**src/rtl/ps2_scancode_decoder.sv**
```systemverilog
// ps2_scancode_decoder: turns a Set-2 scan code byte stream into key events with modifiers and ASCII.
module ps2_scancode_decoder #(
  parameter int TIMEOUT_CYCLES = 2500000
) (
  input  logic       clk,
  input  logic       rst,
  input  logic [7:0] rx_data,
  input  logic       rx_data_en,
  output logic       key_valid,
  output logic [7:0] key_code,
  output logic       key_extended,
  output logic       key_break,
  output logic [7:0] ascii,
  output logic [3:0] mods,
  output logic       proto_err
);
  localparam int TW = $clog2(TIMEOUT_CYCLES + 1);
  localparam logic [TW-1:0] TMO = TW'(TIMEOUT_CYCLES);

  typedef enum logic [2:0] {IDLE, GOT_E0, GOT_F0, GOT_E0F0, PAUSE} state_t;

  state_t        state_q, state_d;
  logic [2:0]    pcnt_q, pcnt_d;
  logic [TW-1:0] tmo_q, tmo_d;
  logic          lshift_q, lshift_d, rshift_q, rshift_d, ctrl_q, ctrl_d, alt_q, alt_d;
  logic          caps_q, caps_d, held_q, held_d;
  logic          key_valid_q, key_valid_d, key_extended_q, key_extended_d;
  logic          key_break_q, key_break_d, proto_err_q, proto_err_d;
  logic [7:0]    key_code_q, key_code_d, ascii_q, ascii_d;
  logic          ev, ev_ext, ev_brk, err;
  logic [7:0]    ev_code;

  // Letters come out uppercase from the table and are folded to lowercase here.
  function automatic logic [7:0] to_ascii(input logic [7:0] c, input logic up);
    logic [7:0] a;
    a = 8'h00;
    case (c)
      8'h1C: a = 8'h41; 8'h32: a = 8'h42; 8'h21: a = 8'h43; 8'h23: a = 8'h44;
      8'h24: a = 8'h45; 8'h2B: a = 8'h46; 8'h34: a = 8'h47; 8'h33: a = 8'h48;
      8'h43: a = 8'h49; 8'h3B: a = 8'h4A; 8'h42: a = 8'h4B; 8'h4B: a = 8'h4C;
      8'h3A: a = 8'h4D; 8'h31: a = 8'h4E; 8'h44: a = 8'h4F; 8'h4D: a = 8'h50;
      8'h15: a = 8'h51; 8'h2D: a = 8'h52; 8'h1B: a = 8'h53; 8'h2C: a = 8'h54;
      8'h3C: a = 8'h55; 8'h2A: a = 8'h56; 8'h1D: a = 8'h57; 8'h22: a = 8'h58;
      8'h35: a = 8'h59; 8'h1A: a = 8'h5A;
      8'h45: a = 8'h30; 8'h16: a = 8'h31; 8'h1E: a = 8'h32; 8'h26: a = 8'h33;
      8'h25: a = 8'h34; 8'h2E: a = 8'h35; 8'h36: a = 8'h36; 8'h3D: a = 8'h37;
      8'h3E: a = 8'h38; 8'h46: a = 8'h39;
      8'h29: a = 8'h20; 8'h5A: a = 8'h0D; 8'h66: a = 8'h08;
      default: a = 8'h00;
    endcase
    return (a >= 8'h41 && !up) ? (a | 8'h20) : a;
  endfunction

  always_comb begin
    state_d = state_q;
    pcnt_d  = pcnt_q;
    ev      = 1'b0;
    ev_code = rx_data;
    ev_ext  = 1'b0;
    ev_brk  = 1'b0;
    err     = 1'b0;
    if (rx_data_en) begin
      if (rx_data == 8'h00 || rx_data == 8'hFF) begin
        err     = 1'b1;
        state_d = IDLE;
      end else begin
        case (state_q)
          IDLE: begin
            if (rx_data == 8'hE0) state_d = GOT_E0;
            else if (rx_data == 8'hF0) state_d = GOT_F0;
            else if (rx_data == 8'hE1) begin
              state_d = PAUSE;
              pcnt_d  = 3'd0;
            end else if (rx_data != 8'hAA && rx_data != 8'hFA) ev = 1'b1;
          end
          GOT_E0: begin
            if (rx_data == 8'hF0) state_d = GOT_E0F0;
            else if (rx_data != 8'hE0) begin
              ev      = 1'b1;
              ev_ext  = 1'b1;
              state_d = IDLE;
            end
          end
          GOT_F0: begin
            if (rx_data == 8'hE0 || rx_data == 8'hF0) begin
              err     = 1'b1;
              state_d = (rx_data == 8'hE0) ? GOT_E0 : GOT_F0;
            end else begin
              ev      = 1'b1;
              ev_brk  = 1'b1;
              state_d = IDLE;
            end
          end
          GOT_E0F0: begin
            err     = rx_data == 8'hE0 || rx_data == 8'hF0;
            ev      = !err;
            ev_ext  = 1'b1;
            ev_brk  = 1'b1;
            state_d = IDLE;
          end
          PAUSE: begin
            ev      = pcnt_q == 3'd6;
            ev_code = 8'hE1;
            pcnt_d  = pcnt_q + 3'd1;
            state_d = ev ? IDLE : PAUSE;
          end
          default: state_d = IDLE;
        endcase
      end
    end else if (state_q != IDLE && tmo_q == TMO) begin
      err     = 1'b1;
      state_d = IDLE;
    end
    tmo_d = (rx_data_en || state_d == IDLE) ? '0 : tmo_q + 1'b1;
  end

  always_comb begin
    lshift_d       = (ev && !ev_ext && ev_code == 8'h12) ? !ev_brk : lshift_q;
    rshift_d       = (ev && !ev_ext && ev_code == 8'h59) ? !ev_brk : rshift_q;
    ctrl_d         = (ev && ev_code == 8'h14) ? !ev_brk : ctrl_q;
    alt_d          = (ev && ev_code == 8'h11) ? !ev_brk : alt_q;
    caps_d         = (ev && !ev_ext && !ev_brk && ev_code == 8'h58 && !held_q) ? !caps_q : caps_q;
    held_d         = (ev && !ev_ext && ev_code == 8'h58) ? !ev_brk : held_q;
    key_valid_d    = ev;
    proto_err_d    = err;
    key_code_d     = ev ? ev_code : key_code_q;
    key_extended_d = ev ? ev_ext : key_extended_q;
    key_break_d    = ev ? ev_brk : key_break_q;
    ascii_d        = !ev ? ascii_q : (ev_ext || ev_brk) ? 8'h00 :
                     to_ascii(ev_code, (lshift_q | rshift_q) ^ caps_q);
  end

  always_ff @(posedge clk) begin
    if (rst) begin
      state_q        <= IDLE;
      pcnt_q         <= '0;
      tmo_q          <= '0;
      lshift_q       <= 1'b0;
      rshift_q       <= 1'b0;
      ctrl_q         <= 1'b0;
      alt_q          <= 1'b0;
      caps_q         <= 1'b0;
      held_q         <= 1'b0;
      key_valid_q    <= 1'b0;
      key_code_q     <= '0;
      key_extended_q <= 1'b0;
      key_break_q    <= 1'b0;
      ascii_q        <= '0;
      proto_err_q    <= 1'b0;
    end else begin
      state_q        <= state_d;
      pcnt_q         <= pcnt_d;
      tmo_q          <= tmo_d;
      lshift_q       <= lshift_d;
      rshift_q       <= rshift_d;
      ctrl_q         <= ctrl_d;
      alt_q          <= alt_d;
      caps_q         <= caps_d;
      held_q         <= held_d;
      key_valid_q    <= key_valid_d;
      key_code_q     <= key_code_d;
      key_extended_q <= key_extended_d;
      key_break_q    <= key_break_d;
      ascii_q        <= ascii_d;
      proto_err_q    <= proto_err_d;
    end
  end

  assign key_valid    = key_valid_q;
  assign key_code     = key_code_q;
  assign key_extended = key_extended_q;
  assign key_break    = key_break_q;
  assign ascii        = ascii_q;
  assign mods         = {caps_q, alt_q, ctrl_q, lshift_q | rshift_q};
  assign proto_err    = proto_err_q;
endmodule

```
**config.mk**
```make
export PLATFORM = sky130hd
export DESIGN_NAME = ps2_scancode_decoder
export DESIGN_NICKNAME = d
export VERILOG_FILES = /design/src/rtl/ps2_scancode_decoder.sv
export SDC_FILE = /design/constraint.sdc
export NUM_CORES = 1
export LEC_CHECK = 0
export ABC_AREA = 1
export ABC_CLOCK_PERIOD_IN_PS = 3700
export CAP_MARGIN = 20
export CORE_ASPECT_RATIO = 1.2
export CORE_UTILIZATION = 34
export DETAILED_ROUTE_END_ITERATION = 12
export GPL_TIMING_DRIVEN = 0
export HOLD_SLACK_MARGIN = 0.03
export PLACE_DENSITY = 0.59
export RECOVER_POWER = 25
export SLEW_MARGIN = 20
export SYNTH_ARGS = -nofsm -noshare
export SYNTH_HDL_FRONTEND = slang
export SYNTH_SLANG_ARGS = --single-unit
```
**constraint.sdc**
```tcl
create_clock -name clk -period 3.7 [get_ports clk]
set_input_delay 0.74 -clock clk [delete_from_list [all_inputs] [get_ports clk]]
set_output_delay 0.74 -clock clk [all_outputs]
set_load 0.03 [all_outputs]
```
Word level (Yosys, flattened, before mapping)
Memories as Yosys holds them, arrays and structs flattened.
Index checks and enable logic that the tools add are counted.
{ "totals": {"input_bits": 11, "register_bits": 54, "romBits": 896, "mem_count": 1} }
{ "op_classes": {"n_eq_ne": 21, "reduce_logical": 29, "addsub": 2, "n_lt_le_gt_ge": 1, "muxes": 43, "n_bitwise": 3} }
{ "mem_list": {"columns": ["name", "words", "word_bits", "rd", "rd_ports_with_merged_regs", "wr", "line", "text"], "rows": [
  ["(name not given)", 128, 7, 1, 0, 0, "37", "case (c)"]
]} }
{ "op_table": {"columns": ["cell", "count"], "rows": [
  ["$mux 8", 5],
  ["$mux 3", 12],
  ["$eq 8x8->1 const B", 4],
  ["$eq 8x5->1 const B", 3],
  ["$ne 8x8->1 const B", 3],
  ["$add 22x1->22 const B", 1],
  ["$eq 22x22->1 const B", 1],
  ["$mux 1", 17],
  ["$eq 8x7->1 const B", 2],
  ["$logic_and 1x1->1", 12],
  ["$pmux 3 s4", 1],
  ["$ge 8x7->1 const B", 1],
  ["$logic_not 8->1", 1],
  ["$eq 3x2->1 const B", 2],
  ["$eq 3x3->1 const B", 2],
  ["$logic_not 1->1", 6],
  ["$logic_not 3->1", 2],
  ["$mux 6", 1],
  ["$ne 2x2->1 const B", 3],
  ["$pmux 1 s2", 3],
  ["$pmux 3 s2", 1],
  ["$reduce_and 6->1", 1],
  ["$pmux 1 s5", 1],
  ["$logic_or 1x1->1", 4],
  ["other kinds (9)", 10]
]} }

Depth between registers and ports, before layout
Gate-level depths: netlist of the first run.
{ "logic_depth": {"word_depth": 13, "mapped_depth": 24, "ltp_nobuf": 22} }

Worst setup path before layout of the first run
No wires, ideal clock.
{ "synth_timing": {"kind": "input to register", "start": "input rx_data[3]", "end": "register ascii_q[5], in the netlist ascii[5]", "path_stages": 24, "path_slack_ps": 722, "t_arrival_ps": 2910, "required_time_ps": 3633, "n_path_buf": 2, "cell_sequence": "buf_6 inv_4 nand2_2 nor2_2 nand2_1 nand3_2 buf_6 nand2_1 inv_1 ha_1 nand3b_2 nand2_1 inv_1 o21ai_1 nand3_1 nand2_1 nand2_1 nand2_1 nor2_1 nand2_1 nand2_1 nand2_1 nand2_1 a21oi_2"} }
{ "synth_between": {"elab_chain_cells": 10} }
{ "synth_rtl": {"columns": ["element", "line", "text"], "rows": [
  ["start, declared", "7", "input logic [7:0] rx_data,"],
  ["$eq 8x8->1 / $logic_not 8->1 (equally long branches)", "63", "if (rx_data == 8'h00 || rx_data == 8'hFF) begin"],
  ["$logic_or 1x1->1 (*)", "63", null],
  ["$mux 8 (*)", "63", null],
  ["$mux 8 (*)", "62", "if (rx_data_en) begin"],
  ["net ev_code[0]", "31", "logic [7:0] ev_code;"],
  ["$mem_v2 128x7 (*)", null, null],
  ["$mux 8 (*)", "37", null],
  ["$ge 8x7->1", "51", "return (a >= 8'h41 && !up) ? (a | 8'h20) : a;"],
  ["$logic_and 1x1->1", "51", null],
  ["$mux 6 (*)", "51", null],
  ["$mux 8 (*)", "129", "ascii_d = !ev ? ascii_q : (ev_ext || ev_brk) ? 8'h00 :"],
  ["end signal, assigned", "164", "ascii_q <= ascii_d;"],
  ["end, declared", "29", "logic [7:0] key_code_q, key_code_d, ascii_q, ascii_d;"]
]} }
The timed path passes the listed nets; every way through them passes the cells marked *.
A chain may end at the register's enable or synchronous reset.

Final worst setup path of the first run
{ "layout_timing": {"start": "input rx_data[6]", "end": "register ascii_q[5], in the netlist ascii[5]"} }
Same word-level chain as after synthesis.

==> results of run 1 <==
[area by class of cell]
cell class                 instances  area share, %
buffer                            19          3.194
timing repair buffer              32          7.924
clock buffer                       7          3.747
tap                              123          3.778
sequential                        53          26.04
inverter                          72          6.695
clock inverter                     1         0.1229
multi-input combinational        382          48.49
[what timing repair did]
item / 4_1_cts / 5_1_grt
buffers inserted: 0 / 1
setup endpoints to repair: 0 / 3
gates resized for setup: 0 / 11
[cells in the final DEF, fill, tap and decap left out, drive strengths merged, types with 6 or more instances in the layout]
cell type and instances:
nand2 123, inv 71, nor2 68, nand3 59, dfxtp 53, a21oi 37
o21ai 22, dlygate4sd3 19, buf 18, nor3 16, xor2 11, ha 10
clkdlybuf4s50 10, clkbuf 9, nand4 6
[cell families after synthesis]
family          Yosys count  synth area share (%)
simple gates            283                 37.76
buf+inv                  91                 11.65
compound gates           73                 12.02
flops                    53                 30.97
xor+xnor                 15                 3.835
fa+ha+maj                10                 3.652
other cells               1                0.1095
[flip-flops by register name, indices dropped and copies added (netlist names)]
name / count
pcnt_q: 3
tmo_q: 22
ctrl_q: 1
held_q: 1
key_valid: 1
key_break: 1
lshift_q: 1
ascii: 7
key_code: 8
alt_q: 1
proto_err: 1
caps_q: 1
state_q: 3
key_extended: 1
rshift_q: 1
[final timing paths]
kind | startpoint | to | slack (ns) | cells past startpoint
max | rx_data[6] | ascii[5] | 0.25 | 21
min reg2reg | alt_q | alt_q | 0.46 | 2
max reg2reg | state_q[2] | ascii[5] | 0.87 | 22
min | alt_q | alt_q | 0.46 | 2
[per-layer routing]
metal	wire, µm	share of wire (%)	global-route usage, %	vias up
met2	4478	49	31.86	106
met3	399	4.3	2.801	27
met4	433	4.7	10.15	0
met5	0	0	0	-
li1	-	-	-	1777
met1	3866	42	20.86	1552
[worst register-to-register path: cells and delay by family, from the launching register on]
kind	cells	cell delay, ns
fa+ha+maj	1	0.31
simple gates	15	1.48
flops	1	0.31
buf+inv	4	0.49
compound gates	2	0.17
[power groups by stage]
stage | logic [mW] | registers, mW | clock network (mW)
after floorplan | 0.116 | 0.624 | 0
after global placement | 0.213 | 0.602 | 0
after detailed placement | 0.212 | 0.602 | 0
after CTS | 0.213 | 0.589 | 0.502
after global routing | 0.233 | 0.589 | 0.525
final | 0.213 | 0.588 | 0.481
[stage by stage]
stage                     worst slack, ns  total power, mW  utilization [%]  hold WS (ns)
after global routing              0.01423            1.347            42.17        0.4725
after floorplan                    0.7223           0.7401                -        0.4239
final                              0.2457            1.282            42.17        0.4558
after detailed placement          -0.1927           0.8134            40.26        0.4446
after global placement            -0.1774           0.8142            40.26        0.4453
after CTS                          0.1002            1.304            41.89        0.4546
==> qor.log, run 1 <==
INFO  finish         seqCellArea=0.001061mm²
INFO  drt            drt_pass1_iterations=4
INFO  floorplan      std_cell_rows=39
INFO  synth          synth_largest_area_cell=sky130_fd_sc_hd__dfxtp_1
INFO  cts            clock_tree.htree_level_count=2
INFO  timing         slew_violations=0
INFO  min_path       hold_class=reg2reg
INFO  finish         fillCellCount=1037
INFO  pwr            comb_power_share=16.6%
INFO  timing         max_slew.worst_pin.slew=0.5746ns
INFO  finish         multi_input_area=0.001976mm²
INFO  drt            drt-initial-drc-count=181
INFO  floorplan      die_width=93.63µm
INFO  synth          synth_top_cells_by_area=sky130_fd_sc_hd__dfxtp_1 (31%), sky130_fd_sc_hd__nand2_1 (13%), sky130_fd_sc_hd__nand3_1 (8.3%)
INFO  global_route   grt_antenna_before_repair=0
INFO  drt            route.detailed.wl_per_inst=13.32µm
INFO  run_status     run_status=finished, final reports clean
INFO  synth          syn_nets=547
INFO  synth          synthesis.yosys.warnings=0
INFO  cts            cts_tree=done
INFO  finish         drive_gt1_share=10.95%
INFO  drt            viasPerCell=5.025
INFO  cts            max-clock-path-buffers=2
INFO  setup_path     worstPathCellList=clkdlybuf4s50_1, nand2_1, nor2_1, nand2_1, nand3_2, buf_6, nand2_2, inv_2, ha_1, nand3_1, nor2_1, a31oi_1, nand2_1, nand3_1, nand2_1, nor2_1, nand2_1, nand2_1, nand2_1, nand2_1, a21oi_2
INFO  synth          postSynthRegisterBits=53
INFO  pwr            leakage=1.808nW
INFO  cts            clock-root-buffer=sky130_fd_sc_hd__clkbuf_16
INFO  synth          syn_inst=526
INFO  synth          netlist_area=0.003426mm²
INFO  floorplan      fp.dieH=112.0µm
INFO  setup_path     worst_path_largest_cell_delay=0.63ns
INFO  timing         final-hold-violation-count=0
INFO  pwr            clockPowerShare=37.5%
INFO  synth          ys_top_cells_by_count=sky130_fd_sc_hd__nand2_1 (115), sky130_fd_sc_hd__inv_1 (64), sky130_fd_sc_hd__nor2_1 (64), sky130_fd_sc_hd__nand3_1 (57), sky130_fd_sc_hd__dfxtp_1 (53)
INFO  placed_design  io_buffer_count=31
INFO  drt            drt.antenna.violating_nets=0
INFO  global_route   grt_pass1_wl=15.22mm
INFO  synth          post-synth-top-area-fraction=30.97%
INFO  synth          synth_seq_area_share=30.97%
INFO  drt            routed_wl=9.178mm
INFO  synth          synth_flop_cell=sky130_fd_sc_hd__dfxtp_1
INFO  setup_path     critical-path-top-delay-family=simple AND/OR/NAND/NOR gates
INFO  timing         max_freq=289.5MHz
INFO  global_route   grt_pass1_vias=3366
INFO  cts            clock_transition_at_the_registers_of_the_reported_paths=0.07ns
INFO  floorplan      floorplan.core_area=0.009662mm²
INFO  floorplan      initial_utilization=35.46%
INFO  global_route   grt_max_degree=16
INFO  run            maxCapViolCount=0
INFO  setup_path     critical_path.endpoint_type=flip-flop
INFO  finish         final_nets=586
INFO  placed_design  dpl_cell_area=0.003890mm²
INFO  pwr            sw_share=26.69%
INFO  floorplan      die_area=0.01048mm²
INFO  setup_path     setup.worst_path.class=in2reg
INFO  drt            drc=0
INFO  placed_design  placed_cells_incl_taps=680
INFO  floorplan      io_pins=35
INFO  cts            postCtsHoldBufs=0
INFO  synth          synthesis.area_per_instance=6.513µm²
INFO  setup_path     path_common_cell=sky130_fd_sc_hd__nand2_1
INFO  setup_path     timing.critical_path.fanout_max=10
INFO  timing         setup_total_negative_slack=0ns
INFO  drt            route.vias.total=3462
INFO  synth          synth_edf_count=0
INFO  finish         insertedDiodeCount=0
INFO  timing         skew=0.005517ns
INFO  finish         finish.instance_area=0.004074mm²
INFO  pwr            p_sw=0.3422mW
INFO  timing         rsz0062_at_grt=false
INFO  pwr            power.ir.vdd_worst=0.0001571V
INFO  placed_design  gp_congestion=0.9999
INFO  cts            clock_sink_count=53
INFO  timing         period_minus_slack=3.454ns
INFO  cts            cts_made_buffers=5
INFO  finish         final_instance_count_without_filler_cells=689
INFO  setup_path     cp_slowest_cell=sky130_fd_sc_hd__clkdlybuf4s50_1
INFO  setup_path     worst-endpoint-required=3.92ns
INFO  setup_path     cp_data_arrival_time=3.67ns
INFO  synth          number_of_library_cell_types_mapped_by_synthesis=49
INFO  finish         layout-area-overhead-vs-synth=18.92%
INFO  global_route   overflow=0
INFO  synth          ys_async_sr_fraction=0%
INFO  timing         report.final.setup_viol=0
INFO  timing         slew_headroom=61.34%
INFO  pwr            p_seq_share=45.9%
INFO  setup_path     startpoint_type=input port
INFO  global_route   gr-usage-all-layers=18.22%
INFO  timing         post-route-period-util=93.36%
INFO  pwr            power_density=314.7mW/mm²
INFO  placed_design  dpl.hpwl=7.368mm
INFO  pwr            power_report.internal_total=0.9399mW
INFO  setup_path     path_buf_inv=3
INFO  synth          yosys.cell_count.top_type=sky130_fd_sc_hd__nand2_1
INFO  cts            clkLatencyLatePin=0.28ns
Power figures use the tool's default switching activity.
==> run 2: changes to the inputs <==
- ABC_CLOCK_PERIOD_IN_PS: 3700 -> unset
==> results of run 2 <==
No change in the layout: final DEF, timing and power equal those of run 1.
==> run 3: changes to the inputs <==
- SETUP_SLACK_MARGIN: unset -> 0.02
==> qor.log, run 3 (synthesized netlist as in run 1, its figures left out) <==
INFO  run_status     run_status=finished, final reports clean [unchanged]
INFO  global_route   grt_pass1_wl=15.22mm [unchanged]
INFO  cts            max-clock-path-buffers=2 [unchanged]
INFO  global_route   grt_antenna_before_repair=0 [unchanged]
INFO  finish         finish.instance_area=0.004076mm² [was 0.004074 mm²]
INFO  finish         final_nets=586 [unchanged]
INFO  drt            viasPerCell=5.025 [unchanged]
INFO  cts            cts_made_buffers=5 [unchanged]
INFO  drt            drt_pass1_iterations=4 [unchanged]
INFO  setup_path     setup.reg_to_reg.worst_slack=0.87ns [about the same]
INFO  setup_path     worstPathCellList=clkdlybuf4s50_1, inv_2, nand2_1, nor2_1, nand2_1, nand3_2, buf_6, nand2_2, inv_2, ha_1, nand3_1, nor2_1, a31oi_1, nand2_1, nand3_1, nand2_1, nor2_1, nand2_1, nand2_1, nand2_1, nand2_1, a21oi_2 [was clkdlybuf4s50_1, nand2_1, nor2_1, nand2_1, nand3_2, buf_6, nand2_2, inv_2, ha_1, nand3_1, nor2_1, a31oi_1, nand2_1, nand3_1, nand2_1, nor2_1, nand2_1, nand2_1, nand2_1, nand2_1, a21oi_2]
INFO  floorplan      fp.dieH=112.0µm [unchanged]
INFO  timing         skew=0.005629ns [was 0.005517 ns]
INFO  finish         final_cell_mix=sky130_fd_sc_hd__nand2_1 (113), sky130_fd_sc_hd__nor2_1 (64), sky130_fd_sc_hd__inv_1 (59) [unchanged]
INFO  timing         post-route-period-util=92.25% [was 93.36%]
INFO  finish         fillCellCount=1037 [unchanged]
INFO  global_route   overflow=0 [unchanged]
INFO  finish         final_common_cell=sky130_fd_sc_hd__nand2_1 [unchanged]
INFO  setup_path     critical_path.reg2reg.endpoint=ascii[5] [unchanged]
INFO  timing         period_minus_slack=3.413ns [was 3.454 ns]
INFO  finish         drive_gt1_share=10.95% [unchanged]
INFO  floorplan      io_pins=35 [unchanged]
INFO  floorplan      std_cell_rows=39 [unchanged]
INFO  placed_design  dp_slack=-0.1927ns [unchanged]
INFO  drt            routed_wl=9.211mm [was 9.178 mm]
INFO  drt            drc=0 [unchanged]
INFO  setup_path     worstReg2RegStart=state_q[2] [unchanged]
INFO  setup_path     worst_path_largest_cell_delay=0.52ns [was 0.63 ns]
INFO  run            maxCapViolCount=0 [unchanged]
INFO  timing         fin_ws=0.2868ns [was 0.2457 ns]
INFO  floorplan      die_width=93.63µm [unchanged]
INFO  pwr            power.ir.vdd_worst=0.0001571V [about the same]
INFO  finish         largest_reg_flops=22 [unchanged]
INFO  global_route   gr-usage-all-layers=18.22% [unchanged]
INFO  setup_path     setup.worst_path.class=in2reg [unchanged]
INFO  pwr            power_density=315.0mW/mm² [was 314.7 mW/mm²]
INFO  finish         insertedDiodeCount=0 [unchanged]
INFO  setup_path     cp_data_arrival_time=3.63ns [was 3.67 ns]
INFO  min_path       hold_class=reg2reg [unchanged]
INFO  cts            clock_sink_count=53 [unchanged]
INFO  placed_design  dpl.hpwl=7.368mm [unchanged]
INFO  timing         slew_violations=0 [unchanged]
INFO  setup_path     critical_path.endpoint_type=flip-flop [unchanged]
INFO  timing         report.final.setup_viol=0 [unchanged]
INFO  setup_path     startpoint_type=input port [unchanged]
INFO  placed_design  io_buffer_count=31 [unchanged]
INFO  timing         slew_headroom=61.25% [was 61.34%]
INFO  global_route   grt_pass1_vias=3366 [unchanged]
INFO  setup_path     ff2ff_path_depth=22 [unchanged]
INFO  finish         layout-area-overhead-vs-synth=18.99% [was 18.92%]
INFO  finish         seqCellArea=0.001061mm² [unchanged]
INFO  floorplan      floorplan.core_area=0.009662mm² [unchanged]
INFO  min_path       cell_depth_of_the_worst_hold_path=2 [unchanged]
INFO  placed_design  dpl_cell_area=0.003890mm² [unchanged]
INFO  cts            clock_transition_at_the_registers_of_the_reported_paths=0.07ns [about the same]
INFO  drt            route.vias.total=3462 [unchanged]
INFO  setup_path     path_common_cell=sky130_fd_sc_hd__nand2_1 [unchanged]
INFO  placed_design  placed_cells_incl_taps=680 [unchanged]
INFO  timing         final-hold-violation-count=0 [unchanged]
INFO  min_path       endpoint_with_the_worst_hold_slack=alt_q [unchanged]
INFO  timing         max_freq=293.0MHz [was 289.5 MHz]
INFO  timing         rsz0062_at_grt=false [unchanged]
INFO  setup_path     timing.critical_path.fanout_max=10 [unchanged]
INFO  floorplan      die_area=0.01048mm² [unchanged]
INFO  cts            postCtsHoldBufs=0 [unchanged]
INFO  floorplan      initial_utilization=35.46% [unchanged]
INFO  timing         max_slew.worst_pin.slew=0.5760ns [was 0.5746 ns]
INFO  cts            clock-root-buffer=sky130_fd_sc_hd__clkbuf_16 [unchanged]
INFO  drt            drt.antenna.violating_nets=0 [unchanged]
INFO  finish         top_register_by_number_of_flip_flops=tmo_q [unchanged]
INFO  pwr            leakage=1.817nW [was 1.808 nW]
INFO  finish         final_instance_count_without_filler_cells=689 [unchanged]
INFO  cts            clock_tree.htree_level_count=2 [unchanged]
INFO  cts            clkLatencyLatePin=0.29ns [was 0.28 ns]
INFO  global_route   grt_max_degree=16 [unchanged]
INFO  drt            route.detailed.wl_per_inst=13.37µm [was 13.32 µm]
INFO  setup_path     cp_slowest_cell=sky130_fd_sc_hd__clkdlybuf4s50_1 [unchanged]
INFO  placed_design  gp_congestion=0.9999 [unchanged]
INFO  setup_path     worst-endpoint-required=3.92ns [about the same]
INFO  cts            cts_tree=done [unchanged]
INFO  finish         multi_input_area=0.001976mm² [unchanged]
INFO  min_path       hold_start=alt_q [unchanged]
INFO  drt            drt-initial-drc-count=164 [was 181]
==> run 3: changes by cell type in the layout (fill, tap and decap cells not counted), sizes merged <==
| cell | change |
|---|---|
| clkdlybuf4s50 | -1 |
| dlymetal6s2s | +1 |
==> run 3: area by class of cell <==
type,count,share of cell area (%)
flip-flops and latches,53,26.03
well taps,123,3.775
inverters,72,6.691
multi-input cells,382,48.47
clock buffers,7,3.745
repair buffers,32,7.980
plain buffers,19,3.192
clock inverters,1,0.1228
==> run 3: what timing repair did <==
action / 4_1_cts / 5_1_grt
gates resized for setup: 0 / 12
buffers inserted: 0 / 1
endpoints found under the setup margin: 0 / 3
==> run 3: where the power goes <==
part	total [mW]	leakage, nW	internal (mW)	switching, mW
logic	0.213	1.31	0.0708	0.142
registers	0.588	0.430	0.582	0.00556
clock network	0.483	0.0799	0.287	0.196
total	1.28	1.82	0.940	0.344
==> run 3: critical path: cells and delay by family <==
kind / cells / cell delay, ns
AO/OA/AOI/OAI: 2 / 0.21
adder cells (fa/ha/maj): 1 / 0.23
buffers and inverters: 4 / 0.97
AND/OR/NAND/NOR: 15 / 1.46
==> run 3: metrics by stage <==
stage / power, mW / setup TNS, ns / util, % / hold WS (ns)
floorplan: 0.7401 / 0 / - / 0.4239
global placement: 0.8142 / -0.2368 / 40.26 / 0.4453
detailed placement: 0.8134 / -0.2423 / 40.26 / 0.4446
CTS: 1.304 / 0 / 41.89 / 0.4546
global route: 1.347 / 0 / 42.19 / 0.4725
finish: 1.284 / 0 / 42.19 / 0.4559
==> run 3: per-layer routing <==
metal	track usage (%)	vias to the layer above	part of all wire, %
met4	10.15	0	4.6
met1	20.86	1560	42
met3	2.801	26	4.4
li1	-	1777	-
met5	0	-	0
met2	31.86	99	49
==> run 3: worst max-delay path by stage <==
stage / from / to / slack (ns) / cells past startpoint
2_1_floorplan: rx_data[3] / ascii[5] / 0.72 / 24
3_3_place_gp: rx_data[5] / ascii[5] / -0.18 / 24
3_5_place_dp: rx_data[5] / ascii[5] / -0.19 / 24
4_1_cts: rx_data[5] / ascii[5] / 0.10 / 24
5_1_grt: rx_data[4] / ascii[5] / 0.02 / 24
6_report: rx_data[4] / ascii[5] / 0.29 / 22
